File: src/rtl/regfile_pkg.sv
// ============================================================================
// Module      : regfile_pkg
// Description : Shared definitions for the regfile_sweep storage block:
//               sweep FSM state encoding, default geometry and the clog2
//               helper used to size address ports.
// Ports       : none (package)
// Config      : none here; the top honours REGFILE_BYPASS_EN.
// Revision    : 1.0 - initial release
// ============================================================================
`default_nettype none

package regfile_pkg;

  localparam int DEF_WIDTH = 32;
  localparam int DEF_DEPTH = 32;

  typedef enum logic [0:0] {
    SWEEP = 1'b0,
    IDLE  = 1'b1
  } state_e;

  // Smallest n with 2**n >= value; used for ADDR_W, so value >= 2 in practice.
  function automatic int clog2(input int value);
    int result;
    result = 0;
    while ((1 << result) < value) begin
      result = result + 1;
    end
    return result;
  endfunction

endpackage

`default_nettype wire

File: src/rtl/regfile_sweep_ctrl.sv
// ============================================================================
// Module      : regfile_sweep_ctrl
// Description : Clear sequencer for regfile_sweep. Walks a pointer over every
//               entry after reset or on a clear request, raising busy while it
//               runs, and hands a clear-write strobe plus the pointer to the
//               array logic.
// Ports       : clk_i      - clock, rising edge
//               rst_ni     - synchronous active-low reset
//               clr_req_i  - clear request pulse (ignored while sweeping)
//               busy_o     - sweep in progress (registered)
//               wready_o   - write port may accept, ~busy_o
//               clr_we_o   - zero the entry at ptr_o on this edge
//               ptr_o      - sweep pointer
// Config      : none
// Revision    : 1.0 - initial release
// ============================================================================
`default_nettype none

module regfile_sweep_ctrl
  import regfile_pkg::*;
#(
  parameter  int DEPTH  = DEF_DEPTH,
  localparam int ADDR_W = clog2(DEPTH)
) (
  input  logic              clk_i,
  input  logic              rst_ni,
  input  logic              clr_req_i,
  output logic              busy_o,
  output logic              wready_o,
  output logic              clr_we_o,
  output logic [ADDR_W-1:0] ptr_o
);

  localparam logic [0:0]        ST_SWEEP = SWEEP;
  localparam logic [0:0]        ST_IDLE  = IDLE;
  localparam logic [ADDR_W-1:0] PTR_LAST = ADDR_W'(DEPTH - 1);

  logic [0:0]        state_q, state_d;
  logic [ADDR_W-1:0] ptr_q, ptr_d;
  logic              busy_q, busy_d;

  always_comb begin
    state_d = state_q;
    ptr_d   = ptr_q;
    busy_d  = busy_q;
    case (state_q)
      ST_SWEEP: begin
        // Clear requests are deliberately not looked at here: a request
        // arriving mid-sweep must not restart the pointer.
        if (ptr_q == PTR_LAST) begin
          state_d = ST_IDLE;
          ptr_d   = '0;
          busy_d  = 1'b0;
        end else begin
          ptr_d = ptr_q + 1'b1;
        end
      end
      ST_IDLE: begin
        if (clr_req_i) begin
          state_d = ST_SWEEP;
          ptr_d   = '0;
          busy_d  = 1'b1;
        end
      end
      default: begin
        state_d = ST_SWEEP;
        ptr_d   = '0;
        busy_d  = 1'b1;
      end
    endcase
  end

  always_ff @(posedge clk_i) begin
    if (!rst_ni) begin
      state_q <= ST_SWEEP;
      ptr_q   <= '0;
      busy_q  <= 1'b1;
    end else begin
      state_q <= state_d;
      ptr_q   <= ptr_d;
      busy_q  <= busy_d;
    end
  end

  assign busy_o   = busy_q;
  assign wready_o = ~busy_q;
  // Gated by reset so an edge with reset asserted never touches the array.
  assign clr_we_o = (state_q == ST_SWEEP) && rst_ni;
  assign ptr_o    = ptr_q;

endmodule

`default_nettype wire

File: src/rtl/regfile_sweep.sv
// ============================================================================
// Module      : regfile_sweep
// Description : Parametrised register file, one write port and two registered
//               read ports, with an optional hardwired-zero register 0 and a
//               clear sweep that zeroes every entry after reset or on request.
// Ports       : Clk            - clock, rising edge
//               Rst_n          - synchronous active-low reset
//               Clr_req        - request a full clear sweep
//               Busy           - sweep in progress
//               WE/Waddr/Wdata - write port, accepted when Wready is high
//               Wready         - ~Busy
//               Raddr1/Raddr2  - read addresses
//               Dout1/Dout2    - registered read data (1-cycle latency)
// Config      : REGFILE_BYPASS_EN - when defined, a read of the address being
//               written on the same edge returns the new write data.
// Revision    : 1.0 - initial release
// ============================================================================
`default_nettype none

module regfile_sweep
  import regfile_pkg::*;
#(
  parameter  int WIDTH    = DEF_WIDTH,
  parameter  int DEPTH    = DEF_DEPTH,
  parameter  int ZERO_REG = 1,
  localparam int ADDR_W   = clog2(DEPTH)
) (
  input  logic              Clk,
  input  logic              Rst_n,
  input  logic              Clr_req,
  output logic              Busy,
  input  logic              WE,
  output logic              Wready,
  input  logic [ADDR_W-1:0] Waddr,
  input  logic [WIDTH-1:0]  Wdata,
  input  logic [ADDR_W-1:0] Raddr1,
  input  logic [ADDR_W-1:0] Raddr2,
  output logic [WIDTH-1:0]  Dout1,
  output logic [WIDTH-1:0]  Dout2
);

  localparam logic [ADDR_W:0] DEPTH_X = (ADDR_W + 1)'(DEPTH);

  // True when the address names a real, writable entry: inside DEPTH and not
  // the hardwired zero register.
  function automatic logic addr_live(input logic [ADDR_W-1:0] a);
    return ({1'b0, a} < DEPTH_X) && !((ZERO_REG != 0) && (a == '0));
  endfunction

  logic              busy;
  logic              clr_we;
  logic [ADDR_W-1:0] ptr;
  logic              wr_en;

  logic [WIDTH-1:0]  mem_q [DEPTH];
  logic [WIDTH-1:0]  rd1_d, rd2_d;
  logic [WIDTH-1:0]  dout1_q, dout2_q;

  regfile_sweep_ctrl #(
    .DEPTH (DEPTH)
  ) u_ctrl (
    .clk_i     (Clk),
    .rst_ni    (Rst_n),
    .clr_req_i (Clr_req),
    .busy_o    (busy),
    .wready_o  (Wready),
    .clr_we_o  (clr_we),
    .ptr_o     (ptr)
  );

  // Out-of-range and register-0 writes are still accepted (Wready high) but
  // never reach the array.
  assign wr_en = WE && Wready && Rst_n && addr_live(Waddr);

  // The array has no reset; the sweep is what brings it to a known state.
  always_ff @(posedge Clk) begin
    if (clr_we) begin
      mem_q[ptr] <= '0;
    end else if (wr_en) begin
      mem_q[Waddr] <= Wdata;
    end
  end

  always_comb begin
    rd1_d = addr_live(Raddr1) ? mem_q[Raddr1] : '0;
    rd2_d = addr_live(Raddr2) ? mem_q[Raddr2] : '0;
`ifdef REGFILE_BYPASS_EN
    // wr_en already excludes register 0 and invalid addresses, so forwarding
    // cannot leak data onto a read that must return zero.
    if (wr_en && (Waddr == Raddr1)) begin
      rd1_d = Wdata;
    end
    if (wr_en && (Waddr == Raddr2)) begin
      rd2_d = Wdata;
    end
`endif
  end

  always_ff @(posedge Clk) begin
    if (!Rst_n) begin
      dout1_q <= '0;
      dout2_q <= '0;
    end else if (busy) begin
      dout1_q <= '0;
      dout2_q <= '0;
    end else begin
      dout1_q <= rd1_d;
      dout2_q <= rd2_d;
    end
  end

  assign Busy  = busy;
  assign Dout1 = dout1_q;
  assign Dout2 = dout2_q;

endmodule

`default_nettype wire

File: config.mk
export PLATFORM = sky130hd
export DESIGN_NAME = regfile_sweep
export DESIGN_NICKNAME = d
export VERILOG_FILES = /design/src/rtl/regfile_pkg.sv /design/src/rtl/regfile_sweep_ctrl.sv /design/src/rtl/regfile_sweep.sv
export SDC_FILE = /design/constraint.sdc
export NUM_CORES = 1
export LEC_CHECK = 0
export CELL_PAD_IN_SITES_DETAIL_PLACEMENT = 1
export CELL_PAD_IN_SITES_GLOBAL_PLACEMENT = 1
export CORE_UTILIZATION = 50
export DETAILED_ROUTE_END_ITERATION = 8
export PLACE_DENSITY = 0.73
export SLEW_MARGIN = 20
export SYNTH_ARGS = -nofsm -noshare
export SYNTH_HDL_FRONTEND = slang
export SYNTH_HIERARCHICAL = 1
export SYNTH_SLANG_ARGS = --single-unit
File: constraint.sdc
create_clock -name Clk -period 7.6 [get_ports Clk]
set_input_delay 0.76 -clock Clk [delete_from_list [all_inputs] [get_ports Clk]]
set_output_delay 0.76 -clock Clk [all_outputs]
set_load 0.05 [all_outputs]
After elaboration in Yosys (flattened, before gate mapping) --
Memory sizes are Yosys's and may differ from the RTL's. A register that Yosys moved wholly into a read port is not among the register bits. Cells that the tools add are included.
Cells by class: add/subtract/negate cells 1, reductions and logical operators 12, eq/ne operators 3, muxes and demuxes 17, bitwise gates (word level) 3
Operator list (number):
- $mux 32 | 1
- $reduce_or 32->1 | 1
- $logic_not 5->1 | 3
- $mux 5 | 3
- $mux 1 | 10
- $pmux 5 s2 | 1
- $reduce_or 3->1 | 2
- $add 5x1->5 const B | 1
- $eq 5x5->1 const B | 1
- $logic_and 1x1->1 | 4
- $pmux 1 s2 | 2
- $not 1->1 | 3
- $ne 2x1->1 const B | 1
- $ne 2x2->1 const B | 1
- $reduce_and 2->1 | 1
- $logic_not 1->1 | 1
Storage, ports and cells: memories 1, bits of input ports 51, word-level logic and storage cells 40, memory bits (writable) 1024, output and inout bits 66, register bits after elaboration 7
Memories:
- mem_q | depth 32, width 32, rd ports 2, clocked after memory_dff 2, write ports 1, RTL line regfile_sweep.sv:55 | logic [WIDTH-1:0] mem_q [DEPTH];

Logic depth before layout (Yosys ltp) --
depth in word-level cells 9, mapped depth 9, depth with buffers taken out 6

Hierarchy --
Netlist, hierarchy kept.
Modules (own cells, without submodules):
- regfile_sweep | area an instance 48840.6 µm², cells an instance 2388, instances 1, sequential area each 32030.7 µm²
- regfile_sweep_ctrl | area an instance 354.1 µm², cells an instance 40, instances 1, sequential area each 140.1 µm²

Worst setup path after synthesis --
No wires, ideal clock.
path type register -> register, from reg u_ctrl.busy_q, in the netlist u_ctrl/busy_o, to mem mem_q[17][0] in the netlist's numbering, enable pin, clock period less this slack 5.737 ns, slack 1.863 ns, required time 7.098 ns, buffers on the path 2, cell stages (with the launch flop) 8, library setup time 0.502 ns, arrival 5.235 ns, path through dfxtp_1 -> inv_1 -> nand3_2 -> a211o_1 -> buf_4 -> mux2_4 -> buf_2 -> nor4_1
Between the ends: word-level cells in the longest chain between the ends 9, elaborated cells between the ends (all ways) 10, those cells by class mux (5); bitwise (1); reduce/logical (4)
Ends and longest elaborated chain:
- start: declaration | RTL line regfile_sweep_ctrl.sv:40 | logic busy_q, busy_d;
- start signal: assignment | RTL line regfile_sweep_ctrl.sv:81 | busy_q <= busy_d;
- $not 1->1 (*) | RTL line regfile_sweep_ctrl.sv:86 | assign wready_o = ~busy_q;
- via Wready | RTL line regfile_sweep.sv:33 | output logic Wready,
- $logic_and 1x1->1 (*) (3 in a row) | RTL line regfile_sweep.sv:73 | assign wr_en = WE && Wready && Rst_n && addr_live(Waddr);
- $mux 1 (*) | RTL line regfile_sweep.sv:79 | end else if (wr_en) begin
- $mux 1 (*) | RTL line regfile_sweep.sv:77 | if (clr_we) begin
- $mux 1 (implied by the code) (*) | RTL line regfile_sweep.sv:80 | mem_q[Waddr] <= Wdata;
- $reduce_or 32->1 (no source line)
- $mux 5 (no source line) or $mux 1 (tied branches)
- end: declaration | RTL line regfile_sweep.sv:55
Mark *: on every way through the listed nets, which the timed path passes. The rest lies on a longest branch.

Worst setup path after layout --
from in Rst_n, to mem mem_q[20][8] in the netlist's numbering, enable pin
Between the ends: elaborated cells between the ends (all ways) 11, those cells by class mux (7); reduce/logical (4)
RTL lines:
- start: declaration | RTL line regfile_sweep.sv:29 | input logic Rst_n,
- $logic_and 1x1->1 (*) | RTL line regfile_sweep_ctrl.sv:88 | assign clr_we_o = (state_q == ST_SWEEP) && rst_ni;
- via clr_we | RTL line regfile_sweep.sv:51 | logic clr_we;
- $mux 1 | RTL line regfile_sweep.sv:77
- $mux 1 (implied by the code) | RTL line regfile_sweep.sv:80
- $reduce_or 32->1 (no source line)
- $mux 5 (no source line) or $mux 1 (tied branches)
Marks and branches as above.

==> out/qor.yml <==
yosys.area.top_type_share_pct: 62.5
cp_slowest_cell: "clkdlybuf4s50_1"
place_area_mm2: 0.0519
clock_latency_ns: 0.71
ant_nets: 0
synth_cell_type_count: 56
hold_violations: 0
crit_chain: "clkdlybuf4s50_1 -> nor2b_1 -> a211o_1 -> mux2_2 -> nor4_2 -> buf_4"
finalCritPeriodShare_pct: 51.2
dpl.cell_count: 3697
via_per_inst: 6.94
postLayoutCoreUtil_pct: 57.5
drt_wl_total_um: 145000
start_util_pct: 50.6
track_usage_pct: 29.7
max_stage_delay_ns: 0.67
reg2reg_from: "u_ctrl/state_q"
overflow: 0
syn_avg_cell_area_um2: 20.3
r2r_setup_slack_ns: 3.98
rsz0062_at_grt: "false"
final_layout_size_suffix_gt1_share_pct: 30.8
antenna_found_initial: 1
rows: 114
fin_skew_ns: 0.0296
syn-num-nets: 2481
finalWorstSetupSlack_ns: 3.71
firstDrtPassIters: 8
arrival_ns: 4.22
root_buffer: "clkbuf_16"
synth-edff-count: 1024
max-slew-margin-rel_pct: 22.4
grt_max_degree: 105
gp_congestion: 0.836
synth_warnings: 6
power_leakage_nw: 16.0
fin_cells: 3917
cts_hold_buf: 0
cts_sinks: 1095
synthFlopType: "edfxtp_1"
postCtsSetupBuffers: 0
synth_area_leader_cell: "edfxtp_1"
numPortBuffers: 116
ys_ff_latch: 1095
multiInputGateArea_mm2: 0.0163
end_kind: "flip-flop"
synthMostInstantiatedCell: "edfxtp_1"
final_area_mm2: 0.0559
status: "finished with violations"
min_path_type: "reg2reg"
slew_viol_final: 0
async_flop_share_pct: 0
synth_seq_area_share_pct: 65.4
cts_made_buffers: 115
fin_nets: 2591
die_h_um: 316
syn_to_final_growth_pct: 13.6
cts_tree: "built"
min_period_ns: 3.89
worstReg2RegEnd: "mem_q[20][8]"
fmax_mhz: 257
whs_ns: 0.598
hpwl_um: 85200
regArea_mm2: 0.0322
cp.required_ns: 7.93
grt_pass1_vias: 29300
power.total_mw: 13.1
grt_pass1_wl_um: 209000
clkTransAtPathRegs_ns: 0.06
drc: 11
rr_worst_depth: 5
cts_resized: 0
ios: 117
synthCells: 2428
syn_area_mm2: 0.0492
power_density_mw_per_mm2: 235
path_class: "in2reg"
htreeDepth: 3
fin_setup_tns_ns: 0
fill_cells: 8143
worst_pin_slew_ns: 1.16
synth_common_cells: "edfxtp_1 (1024), mux4_2 (449), mux2i_1 (256)"
num_vias: 27200
path_max_fanout: 30
core-area_mm2: 0.0971
violations: "design-rule violations"
die_area_mm2: 0.0996
drv_cap: 0
clockBufferDepth: 3
initialDrtViolationCount: 2983
synth.area.top_cells: "edfxtp_1 (63%), mux4_2 (21%), mux2i_1 (5.2%), dfxtp_1 (2.9%), o221ai_1 (1.1%)"
crit_start: "Rst_n"
max-vdd-ir-drop_v: 0.000207
setup_viol: 0
fp.dieW_um: 316
endpoint: "mem_q[20][8]"
wl_per_cell_um: 37.1
start_kind: "input pin"
dp_slack_ns: 3.06
power breakdown:
part	leakage [nW]	total, mW	switching (mW)	internal (mW)
Sequential	8.28	6.56	0.0214	6.54
Clock	1.93	5.89	2.37	3.52
Combinational	5.74	0.693	0.406	0.286
Total	16.0	13.1	2.80	10.3
cells in the final DEF (no fill, tap or decap), drive strengths merged, types with 3 or more instances in the layout:
| master | count |
|---|---|
| nand3 | 4 |
| a22o | 62 |
| o221ai | 63 |
| inv | 10 |
| o22a | 32 |
| dfxtp | 71 |
| mux2i | 256 |
| buf | 86 |
| nand3b | 4 |
| and2 | 36 |
| a2111oi | 31 |
| edfxtp | 1024 |
| nor4 | 26 |
| mux4 | 449 |
| a31oi | 3 |
| bufinv | 17 |
| nor2 | 3 |
| a211o | 3 |
| clkinv | 35 |
| clkbuf | 160 |
| a211oi | 32 |
| clkinvlp | 4 |
| o22ai | 34 |
| nor3 | 43 |
| nor2b | 4 |
| nand2 | 9 |
| clkdlybuf4s50 | 108 |
per-layer routing:
metal | wire length [µm] | track usage, % | up-vias
li1 | - | - | 10900
met1 | 54800 | 39.0 | 14600
met2 | 71900 | 48.7 | 1381
met3 | 10700 | 4.48 | 305
met4 | 7930 | 14.8 | 0
met5 | 0 | 0 | -
critical path, delay by kind of cell:
kind	cells	cell delay (ns)
multiplexers	1	0.58
AND/OR/NAND/NOR	2	1.11
AO/OA/AOI/OAI	1	0.46
buffers and inverters	2	1.23
sequential cells by signal, indices dropped and copies added (netlist names):
name and count:
mem_q 1024, Dout1 32, Dout2 32, u_ctrl/ptr_o 5, u_ctrl/busy_o 1, u_ctrl/state_q 1
worst min-delay path by stage:
stage                     slack, ns  depth (start not counted)      startpoint             to
after floorplan                0.54                          2  u_ctrl/state_q  u_ctrl/busy_o
after global placement         0.57                          2   u_ctrl/busy_o  u_ctrl/busy_o
after detailed placement       0.58                          2   u_ctrl/busy_o  u_ctrl/busy_o
after CTS                      0.60                          2   u_ctrl/busy_o  u_ctrl/busy_o
after global routing           0.64                          2   u_ctrl/busy_o  u_ctrl/busy_o
final                          0.60                          2   u_ctrl/busy_o  u_ctrl/busy_o
layout make-up:
| cell class | count | share of cell area, % |
|---|---|---|
| sequential | 1095 | 57.6 |
| tap | 1276 | 2.86 |
| antenna | 1 | 0.00448 |
| timing repair buffer | 194 | 3.26 |
| multi-input combinational | 1125 | 29.2 |
| inverter | 7 | 0.0470 |
| clock inverter | 59 | 1.35 |
| clock buffer | 160 | 5.74 |
cell families after synthesis:
kind of cell / share of synthesized area [%]
AND/OR/NAND/NOR: 1.75
buffers and inverters: 2.09
multiplexers: 25.8
flip-flops: 65.4
AO/OA/AOI/OAI: 4.88
XOR/XNOR: 0.0178
adder cells (fa/ha/maj): 0.0509
Note: power is estimated with default switching activity, not from simulation.
